`config.mk`:
```
export PLATFORM = sky130hd
export DESIGN_NAME = alu_execute_stage
export DESIGN_NICKNAME = d
export VERILOG_FILES = /design/src/rtl/alu_pkg.sv /design/src/rtl/arm_cond_check.sv /design/src/rtl/alu_execute_stage.sv
export SDC_FILE = /design/constraint.sdc
export NUM_CORES = 1
export LEC_CHECK = 0
export ABC_AREA = 1
export CELL_PAD_IN_SITES_DETAIL_PLACEMENT = 1
export CELL_PAD_IN_SITES_GLOBAL_PLACEMENT = 1
export CORE_ASPECT_RATIO = 1.5
export CORE_UTILIZATION = 37
export DETAILED_ROUTE_END_ITERATION = 8
export PLACE_DENSITY_LB_ADDON = 0.1
export RECOVER_POWER = 100
export SYNTH_ARGS = -nofsm -noshare
export SYNTH_HDL_FRONTEND = slang
export SYNTH_HIERARCHICAL = 1
export SYNTH_SLANG_ARGS = --single-unit
```
`constraint.sdc`:
```
create_clock -name clk -period 5 [get_ports clk]
set_input_delay 0.75 -clock clk [delete_from_list [all_inputs] [get_ports clk]]
set_output_delay 0.75 -clock clk [all_outputs]
set_load 0.1 [all_outputs]
```
`src/rtl/alu_pkg.sv`:
```
// rtl/alu_pkg.sv - ARM data-processing opcodes, condition codes and NZCV bit positions
package alu_pkg;

  localparam logic [3:0] OP_AND = 4'h0;
  localparam logic [3:0] OP_EOR = 4'h1;
  localparam logic [3:0] OP_SUB = 4'h2;
  localparam logic [3:0] OP_RSB = 4'h3;
  localparam logic [3:0] OP_ADD = 4'h4;
  localparam logic [3:0] OP_ADC = 4'h5;
  localparam logic [3:0] OP_SBC = 4'h6;
  localparam logic [3:0] OP_RSC = 4'h7;
  localparam logic [3:0] OP_TST = 4'h8;
  localparam logic [3:0] OP_TEQ = 4'h9;
  localparam logic [3:0] OP_CMP = 4'hA;
  localparam logic [3:0] OP_CMN = 4'hB;
  localparam logic [3:0] OP_ORR = 4'hC;
  localparam logic [3:0] OP_MOV = 4'hD;
  localparam logic [3:0] OP_BIC = 4'hE;
  localparam logic [3:0] OP_MVN = 4'hF;

  localparam logic [3:0] COND_EQ = 4'h0;
  localparam logic [3:0] COND_NE = 4'h1;
  localparam logic [3:0] COND_CS = 4'h2;
  localparam logic [3:0] COND_CC = 4'h3;
  localparam logic [3:0] COND_MI = 4'h4;
  localparam logic [3:0] COND_PL = 4'h5;
  localparam logic [3:0] COND_VS = 4'h6;
  localparam logic [3:0] COND_VC = 4'h7;
  localparam logic [3:0] COND_HI = 4'h8;
  localparam logic [3:0] COND_LS = 4'h9;
  localparam logic [3:0] COND_GE = 4'hA;
  localparam logic [3:0] COND_LT = 4'hB;
  localparam logic [3:0] COND_GT = 4'hC;
  localparam logic [3:0] COND_LE = 4'hD;
  localparam logic [3:0] COND_AL = 4'hE;
  localparam logic [3:0] COND_NV = 4'hF;

  localparam int NZCV_N = 3;
  localparam int NZCV_Z = 2;
  localparam int NZCV_C = 1;
  localparam int NZCV_V = 0;

endpackage

```
`src/rtl/arm_cond_check.sv`:
```
// rtl/arm_cond_check.sv - combinational ARM condition-field evaluation against NZCV
module arm_cond_check
  import alu_pkg::*;
(
  input  logic [3:0] cond,
  input  logic [3:0] nzcv,
  output logic       pass
);

  logic n, z, c, v;

  assign n = nzcv[NZCV_N];
  assign z = nzcv[NZCV_Z];
  assign c = nzcv[NZCV_C];
  assign v = nzcv[NZCV_V];

  always_comb begin
    pass = 1'b0;
    case (cond)
      COND_EQ: pass = z;
      COND_NE: pass = !z;
      COND_CS: pass = c;
      COND_CC: pass = !c;
      COND_MI: pass = n;
      COND_PL: pass = !n;
      COND_VS: pass = v;
      COND_VC: pass = !v;
      COND_HI: pass = c && !z;
      COND_LS: pass = !c || z;
      COND_GE: pass = (n == v);
      COND_LT: pass = (n != v);
      COND_GT: pass = !z && (n == v);
      COND_LE: pass = z || (n != v);
      COND_AL: pass = 1'b1;
      default: pass = 1'b0;
    endcase
  end

endmodule

```
`src/rtl/alu_execute_stage.sv`:
```
// rtl/alu_execute_stage.sv - registered ARM DP execute stage with NZCV flag register
// Optional MSR-style flag write port enabled by ALU_FLAG_LOAD_EN.
module alu_execute_stage
  import alu_pkg::*;
#(
  parameter int         DATA_W     = 32,
  parameter logic [3:0] RESET_NZCV = 4'b0000
) (
  input  logic              clk,
  input  logic              rst,
  input  logic              in_valid,
  output logic              in_ready,
  input  logic [3:0]        in_opcode,
  input  logic              in_s,
  input  logic [3:0]        in_cond,
  input  logic [DATA_W-1:0] in_rn,
  input  logic [DATA_W-1:0] in_op2,
  input  logic              in_shift_cf,
  input  logic [3:0]        in_rd,
`ifdef ALU_FLAG_LOAD_EN
  input  logic              flag_ld,
  input  logic [3:0]        flag_ld_nzcv,
`endif
  output logic              out_valid,
  input  logic              out_ready,
  output logic [DATA_W-1:0] out_result,
  output logic [3:0]        out_rd,
  output logic              out_wr_en,
  output logic [3:0]        flags_nzcv,
  output logic              flag_c
);

  localparam int MSB = DATA_W - 1;

  logic              accept, cond_pass, is_arith, is_test, flag_upd;
  logic [DATA_W-1:0] add_a, add_b, logic_res, alu_res;
  logic              add_cin;
  logic [DATA_W:0]   sum;
  logic [3:0]        new_nzcv;

  arm_cond_check u_cond (
    .cond (in_cond),
    .nzcv (flags_nzcv),
    .pass (cond_pass)
  );

  assign in_ready = !out_valid || out_ready;
  assign accept   = in_valid && in_ready;
  assign is_test  = (in_opcode[3:2] == 2'b10);
  assign flag_c   = flags_nzcv[NZCV_C];

  // Subtracts are folded into the adder as a + ~b + carry-in, so C is NOT borrow.
  always_comb begin
    add_a    = in_rn;
    add_b    = in_op2;
    add_cin  = 1'b0;
    is_arith = 1'b1;
    case (in_opcode)
      OP_ADD, OP_CMN: begin end
      OP_ADC: add_cin = flags_nzcv[NZCV_C];
      OP_SUB, OP_CMP: begin
        add_b   = ~in_op2;
        add_cin = 1'b1;
      end
      OP_SBC: begin
        add_b   = ~in_op2;
        add_cin = flags_nzcv[NZCV_C];
      end
      OP_RSB: begin
        add_a   = in_op2;
        add_b   = ~in_rn;
        add_cin = 1'b1;
      end
      OP_RSC: begin
        add_a   = in_op2;
        add_b   = ~in_rn;
        add_cin = flags_nzcv[NZCV_C];
      end
      default: is_arith = 1'b0;
    endcase
  end

  always_comb begin
    logic_res = ~in_op2;
    case (in_opcode)
      OP_AND, OP_TST: logic_res = in_rn & in_op2;
      OP_EOR, OP_TEQ: logic_res = in_rn ^ in_op2;
      OP_ORR:         logic_res = in_rn | in_op2;
      OP_MOV:         logic_res = in_op2;
      OP_BIC:         logic_res = in_rn & ~in_op2;
      default:        logic_res = ~in_op2;
    endcase
  end

  assign sum     = {1'b0, add_a} + {1'b0, add_b} + {{DATA_W{1'b0}}, add_cin};
  assign alu_res = is_arith ? sum[MSB:0] : logic_res;

  always_comb begin
    new_nzcv         = flags_nzcv;
    new_nzcv[NZCV_N] = alu_res[MSB];
    new_nzcv[NZCV_Z] = (alu_res == '0);
    new_nzcv[NZCV_C] = is_arith ? sum[DATA_W] : in_shift_cf;
    if (is_arith)
      new_nzcv[NZCV_V] = (add_a[MSB] == add_b[MSB]) && (alu_res[MSB] != add_a[MSB]);
  end

  assign flag_upd = accept && cond_pass && (is_test || in_s);

  always_ff @(posedge clk) begin
    if (rst) begin
      out_valid  <= 1'b0;
      out_result <= '0;
      out_rd     <= '0;
      out_wr_en  <= 1'b0;
      flags_nzcv <= RESET_NZCV;
    end else begin
      if (accept) begin
        out_valid  <= 1'b1;
        out_result <= alu_res;
        out_rd     <= in_rd;
        out_wr_en  <= cond_pass && !is_test;
      end else if (out_ready) begin
        out_valid <= 1'b0;
      end
`ifdef ALU_FLAG_LOAD_EN
      if (flag_ld)
        flags_nzcv <= flag_ld_nzcv;
      else if (flag_upd)
        flags_nzcv <= new_nzcv;
`else
      if (flag_upd)
        flags_nzcv <= new_nzcv;
`endif
    end
  end

endmodule
```
# Yosys cells after proc, flatten, opt, wreduce, memory -nomap -nowiden
# Index checks and enable logic that the tools add are counted.
[totals] ff_bits=42 inputBits=82 output_inout_bits=44 elab_cells=86
[op_classes] addsub=2 n_eq_ne=33 muxes=10 bitwise=6 n_reduce_logical=29
[op_table] op="32-bit case mux with 5 select lines" count=1
[op_table] op="32-bit bitwise AND" count=2
[op_table] op="32-bit 2-to-1 mux" count=2
[op_table] op="32-bit inverter" count=2
[op_table] op="32-bit case mux with 2 select lines" count=1
[op_table] op="4-bit equality test, second input constant" count=14
[op_table] op="32-bit by 32-bit adder with 33-bit output" count=1
[op_table] op="33-bit by 1-bit adder with 33-bit output" count=1
[op_table] op="4-bit by 3-bit equality test with 1-bit output, second input constant" count=8
[op_table] op="32-bit logical NOT" count=1
[op_table] op="32-bit bitwise OR" count=1
[op_table] op="32-bit bitwise XOR" count=1
[op_table] op="4-bit by 2-bit equality test with 1-bit output, second input constant" count=4
[op_table] op="1-bit case mux with 15 select lines" count=1
[op_table] op="3-bit OR reduction" count=3
[op_table] op="4-bit by 1-bit equality test with 1-bit output, second input constant" count=2
[op_table] op="4-bit logical NOT" count=2
[op_table] op="8-bit OR reduction" count=1
[op_table] op="1-bit logical AND" count=7
[op_table] op="1-bit logical NOT" count=6
[op_table] op="2-bit OR reduction" count=3
[op_table] op="1-bit logical OR" count=4
[op_table] op="1-bit 2-to-1 mux" count=4
[op_table] op="1-bit equality test" count=2
[op_table] op="5 further kinds" count=6

# Logic depth before layout (Yosys ltp)
# Gate-level depths: netlist of the first run.
[depth] word_depth=8 depth_mapped=27 depth_no_buf=25

# Cells and area by module
# Netlist of the first run, hierarchy kept.
[modules_own_cells] module="alu_execute_stage" instances=1 cells_per_inst=1400 area_each_um2=7308.3 seq_area_each_um2=840.8
[modules_own_cells] module="arm_cond_check" instances=1 cells_per_inst=55 area_each_um2=229.0 seq_area_each_um2=0.0

# Worst setup path before layout of the first run
# OpenSTA, ideal clock, no wires.
[synth_path] path_kind="input to register" start="input in_opcode[0]" end="register flags_nzcv[2]" setup_ps=71 arrival_time_ps=3742 t_required_ps=4929 path_slack_ps=1188 cell_stages=27 n_path_buf=3 path_cell_list="buf_6 -> nand2_1 -> nor2_1 -> clkbuf_1 -> inv_1 -> clkbuf_1 -> nand3_1 -> o21ai_0 -> fa_1 -> inv_1 -> fa_1 -> nand2_1 -> nand2_1 -> nand3_1 -> nand2_1 -> nand2_1 -> nand2_1 -> nand2_1 -> nand2_1 -> nand2_1 -> nand2_1 -> nor2_1 -> nor2_1 -> nand2_1 -> nor3_1 -> nand2_1 -> a21oi_1"
[synth_via] elab_chain_len=7 elab_cells_between_ends=31 cone_classes="2 x add/sub; 14 x eq/ne; 6 x mux; 9 x reduce/logical"
[synth_lines] element="start, declared" line_no="alu_execute_stage.sv:13" text="input logic [3:0] in_opcode,"
[synth_lines] element="4-bit by 3-bit equality test with 1-bit output (tied with other cells)" line_no="alu_execute_stage.sv:58" text="case (in_opcode)"
[synth_lines] element="3-bit OR reduction (no line) / 2-bit OR reduction (equally long branches)"
[synth_lines] element="32-bit case mux with 2 select lines / 32-bit 2-to-1 mux (equally long branches)" line_no="alu_execute_stage.sv:58"
[synth_lines] element="32-bit by 32-bit adder with 33-bit output" line_no="alu_execute_stage.sv:95" text="assign sum = {1'b0, add_a} + {1'b0, add_b} + {{DATA_W{1'b0}}, add_cin};"
[synth_lines] element="33-bit by 1-bit adder with 33-bit output" line_no="alu_execute_stage.sv:95"
[synth_lines] element="32-bit 2-to-1 mux (*)" line_no="alu_execute_stage.sv:96" text="assign alu_res = is_arith ? sum[MSB:0] : logic_res;"
[synth_lines] element="32-bit logical NOT (*)" line_no="alu_execute_stage.sv:101" text="new_nzcv[NZCV_Z] = (alu_res == '0);"
[synth_lines] element="end signal, assigned" line_no="alu_execute_stage.sv:132" text="flags_nzcv <= new_nzcv;"
[synth_lines] element="end, declared" line_no="alu_execute_stage.sv:29" text="output logic [3:0] flags_nzcv,"
# Mark *: on every way between the ends. The rest lies on a longest branch, timed or not.
# A chain may end at the register's enable or synchronous reset.

# Worst setup path after layout of the first run
[layout_path] start="input in_opcode[3]" end="register flags_nzcv[2]"
[layout_via] elab_chain_len=7 elab_cells_between_ends=34 cone_classes="2 x add/sub; 15 x eq/ne; 6 x mux; 11 x reduce/logical"
[layout_lines] element="4-bit by 3-bit equality test with 1-bit output (tied with other cells)" line_no="alu_execute_stage.sv:58"
[layout_lines] element="3-bit OR reduction (no line) / 2-bit OR reduction (equally long branches)"
[layout_lines] element="32-bit case mux with 2 select lines / 32-bit 2-to-1 mux (equally long branches)" line_no="alu_execute_stage.sv:58"
[layout_lines] element="32-bit by 32-bit adder with 33-bit output" line_no="alu_execute_stage.sv:95"
[layout_lines] element="33-bit by 1-bit adder with 33-bit output" line_no="alu_execute_stage.sv:95"
[layout_lines] element="32-bit 2-to-1 mux" line_no="alu_execute_stage.sv:96"
[layout_lines] element="32-bit logical NOT" line_no="alu_execute_stage.sv:101"
# Parallel ways exist; a longest one is shown, timed or not.

==> results of run 1 <==
==> power breakdown <==
part | total [mW] | internal, mW | switching [mW]
registers | 0.385 | 0.367 | 0.0178
logic | 1.31 | 0.387 | 0.926
clock network | 0.334 | 0.201 | 0.133
==> registers in the layout (all words and copies together), names as in the netlist <==
signal	count
flags_nzcv	4
out_rd	4
out_result	32
out_valid	1
out_wr_en	1
==> critical path, stage by stage <==
cell and delay (ns):
dlygate4sd3_1 0.64, nand2_2 0.15, inv_2 0.12, nor2_1 0.24
nor2_1 0.11, inv_1 0.13, buf_4 0.19, o221ai_1 0.12
ha_1 0.42, nand2_1 0.08, nand2_1 0.09, inv_1 0.06
nand2_1 0.24, nand2_1 0.11, nand2_1 0.15, nand2_1 0.10
nand2_1 0.11, nand2_1 0.10, nand2_1 0.07, nand2_1 0.05
nand3_1 0.06, nand2_1 0.13, nor2_1 0.12, nand3_1 0.13
nor2_1 0.12, nand2_1 0.07, a21oi_1 0.11
==> layout make-up <==
cell class                      instances  area share
Multi-Input combinational cell       1110      0.5976
Timing Repair Buffer                  145      0.1556
Inverter                              253      0.1033
Sequential cell                        42     0.09143
Tap cell                              260     0.03537
Clock buffer                            7     0.01551
Clock inverter                          1   0.0009524
Antenna cell                            1   0.0002721
==> logic make-up (layout without fill, tap and decap cells) <==
group,count (synthesis),count (layout),synth area share
adders and majority gates,65,65,0.1099
buffers and inverters,303,406,0.1604
AOI/OAI and AO/OA,219,219,0.1687
and+or+nand+nor,825,825,0.4484
DFF,42,42,0.1116
other,0,1,0
xor gates and xnor gates,1,1,0.001162
==> cell usage after synthesis, drive strengths merged <==
master and instances:
a211oi 5, a21o 1, a21oi 61, a221oi 1
a31oi 1, and2 3, buf 25, clkbuf 25
clkinv 2, dfxtp 42, fa 2, ha 63
inv 251, nand2 500, nand3 102, nand3b 6
nand4 32, nor2 174, nor3 5, nor3b 1
o211ai 10, o21ai 105, o21bai 1, o221ai 31
o22ai 2, o31ai 1, or2 2, xor2 1
==> routing by layer <==
| metal | wire length (µm) | vias to the layer above | part of all wire | track usage |
|---|---|---|---|---|
| li1 | - | 4843 | - | - |
| met1 | 13720 | 4706 | 0.44 | 0.3714 |
| met2 | 15400 | 253 | 0.49 | 0.5473 |
| met3 | 1342 | 38 | 0.043 | 0.02191 |
| met4 | 704 | 0 | 0.023 | 0.09441 |
| met5 | 0 | - | 0 | 0 |
==> metrics by stage <==
step / util / power (mW) / worst slack [ns] / instances
after floorplan: - / 1.280 / 1.188 / 1455
after global routing: 0.4628 / 2.188 / 0.1404 / 1818
after global placement: 0.4557 / 1.683 / 0.3818 / 1810
after CTS: 0.4633 / 2.053 / 0.5789 / 1818
after detailed placement: 0.4557 / 1.711 / 0.2838 / 1810
final: 0.4630 / 2.032 / 0.4316 / 1819
==> how the worst max path moves through the flow <==
stage | startpoint | to | slack (ns) | depth (start not counted)
finish | in_opcode[3] | flags_nzcv[2] | 0.43 | 27
detailed placement | in_opcode[3] | flags_nzcv[2] | 0.28 | 25
global route | in_opcode[3] | flags_nzcv[2] | 0.14 | 26
global placement | in_opcode[3] | flags_nzcv[2] | 0.38 | 25
floorplan | in_opcode[0] | flags_nzcv[2] | 1.19 | 27
CTS | in_opcode[3] | flags_nzcv[2] | 0.58 | 25
==> flow_summary.toml, run 1 <==
[yosys]
synthTopCellsByArea = "nand2_1 25%, inv_1 12%, dfxtp_1 11%"
ys_ff_latch = 42
synth_area_leader_cell = "nand2_1"
synth_top_area_frac = 0.2465
ys.warnings.count = 6
synth.distinct_cells = 37
syn-num-nets = 1602
synth.avg_cell_area_um2 = 5.180
mappedNetlistArea_mm2 = 0.007537
yosysSeqAreaShare = 0.1116
syn_inst = 1455

[grt]
antenna_found_initial = 1
grt_max_degree = 47
gr-total-overflow = 0
grt_pass1_wl_mm = 50.34
grt_use_total = 0.3001
grt_pass1_vias = 9872

[drt]
drc = 0
post_drt_via_cell_ratio = 5.410
wirelength_mm = 31.16
num_vias = 9840
drt-wirelength-per-cell_um = 17.13
ant_nets = 0
drtIter0Drc = 473
drt-pass1-iter-count = 5

[timing]
finalSetupViolCount = 0
finalHoldViolCount = 0
period_minus_slack_ns = 4.568
holdWs_ns = 0.4696
worst_clock_skew_ns = 0.009904
finalSetupTns_ns = 0
tightest_slew_ns = 1.919
max-slew-margin-rel = -0.2795
rsz0062_at_grt = "no"
max_freq_mhz = 218.9
maxSlewViolCount = 46
fin_crit_sh = 0.9137

[worst_setup_path]
r2r_cells = 8
r2r_setup_slack_ns = 1.64
r2r-start = "out_valid"
r2r_end = "out_result[30]"
critPathCaptureType = "flop"
crit_fanout = 9
worstSetupPathType = "in -> reg"
startpoint_type = "input pin"
cp_data_arrival_time_ns = 4.79
worstPathRequired_ns = 5.22

[finish]
drive_gt1_frac = 0.02696
nets = 1704
area_growth_pct = 22.01
final_area_mm2 = 0.009196
fill_cells = 2972
final_cell_mix = "495 x nand2_1, 245 x inv_1, 170 x nor2_1"
multiInputGateArea_mm2 = 0.005495
seq_area_um2 = 840.8
final_common_cell = "nand2_1"

[clock_tree]
cts_tree = "done"
root_buffer = "clkbuf_16"
cts-hold-fix-buffers = 0
clock_path_buffers = 2
cts_resized = 0
clock_latency_ns = 0.29
post-cts-setup-buffers = 0
cts.sinks = 42
cts_inserted_buffers = 5
clk_pin_slew_ns = 0.06
htreeDepth = 2

[status]
status = "complete, but fails checks"
violations = "capacitance limit, slew limit"

[placement]
gp_congestion = 0.9278
hpwl_mm = 25.48
placed_area_mm2 = 0.009052
portBuffers = 125

[floorplanning]
die_area_mm2 = 0.02096
start_util = 0.3794
rows = 63
dieHeight_um = 176.8
pin_count = 126
die_x_um = 118.5
core_mm2 = 0.01986

[run]
cap_viol_max_count = 1

[power]
p_per_area_mw_per_mm2 = 220.9
peakVddDrop_v = 0.0001584
p_leak_nw = 5.034

[min_path]
hold_end = "out_wr_en"
holdCritPathClass = "reg -> reg"
hold_depth = 2
hold_start = "out_wr_en"
No activity file was read; power rests on OpenSTA's default activity.
==> run 2: changes to the inputs <==
--- a/config.mk
+++ b/config.mk
@@ -11,6 +11,7 @@
 export CORE_ASPECT_RATIO = 1.5
 export CORE_UTILIZATION = 37
 export DETAILED_ROUTE_END_ITERATION = 8
+export HOLD_SLACK_MARGIN = 0.05
 export PLACE_DENSITY_LB_ADDON = 0.1
 export RECOVER_POWER = 100
 export SYNTH_ARGS = -nofsm -noshare
==> results of run 2 <==
No change in the layout: final DEF, timing and power equal those of run 1.
==> run 3: changes to the inputs <==
--- a/config.mk
+++ b/config.mk
@@ -18,3 +18,4 @@
 export SYNTH_HDL_FRONTEND = slang
 export SYNTH_HIERARCHICAL = 1
 export SYNTH_SLANG_ARGS = --single-unit
+export TNS_END_PERCENT = 30
==> results of run 3 <==
No change in the layout: final DEF, timing and power equal those of run 1.
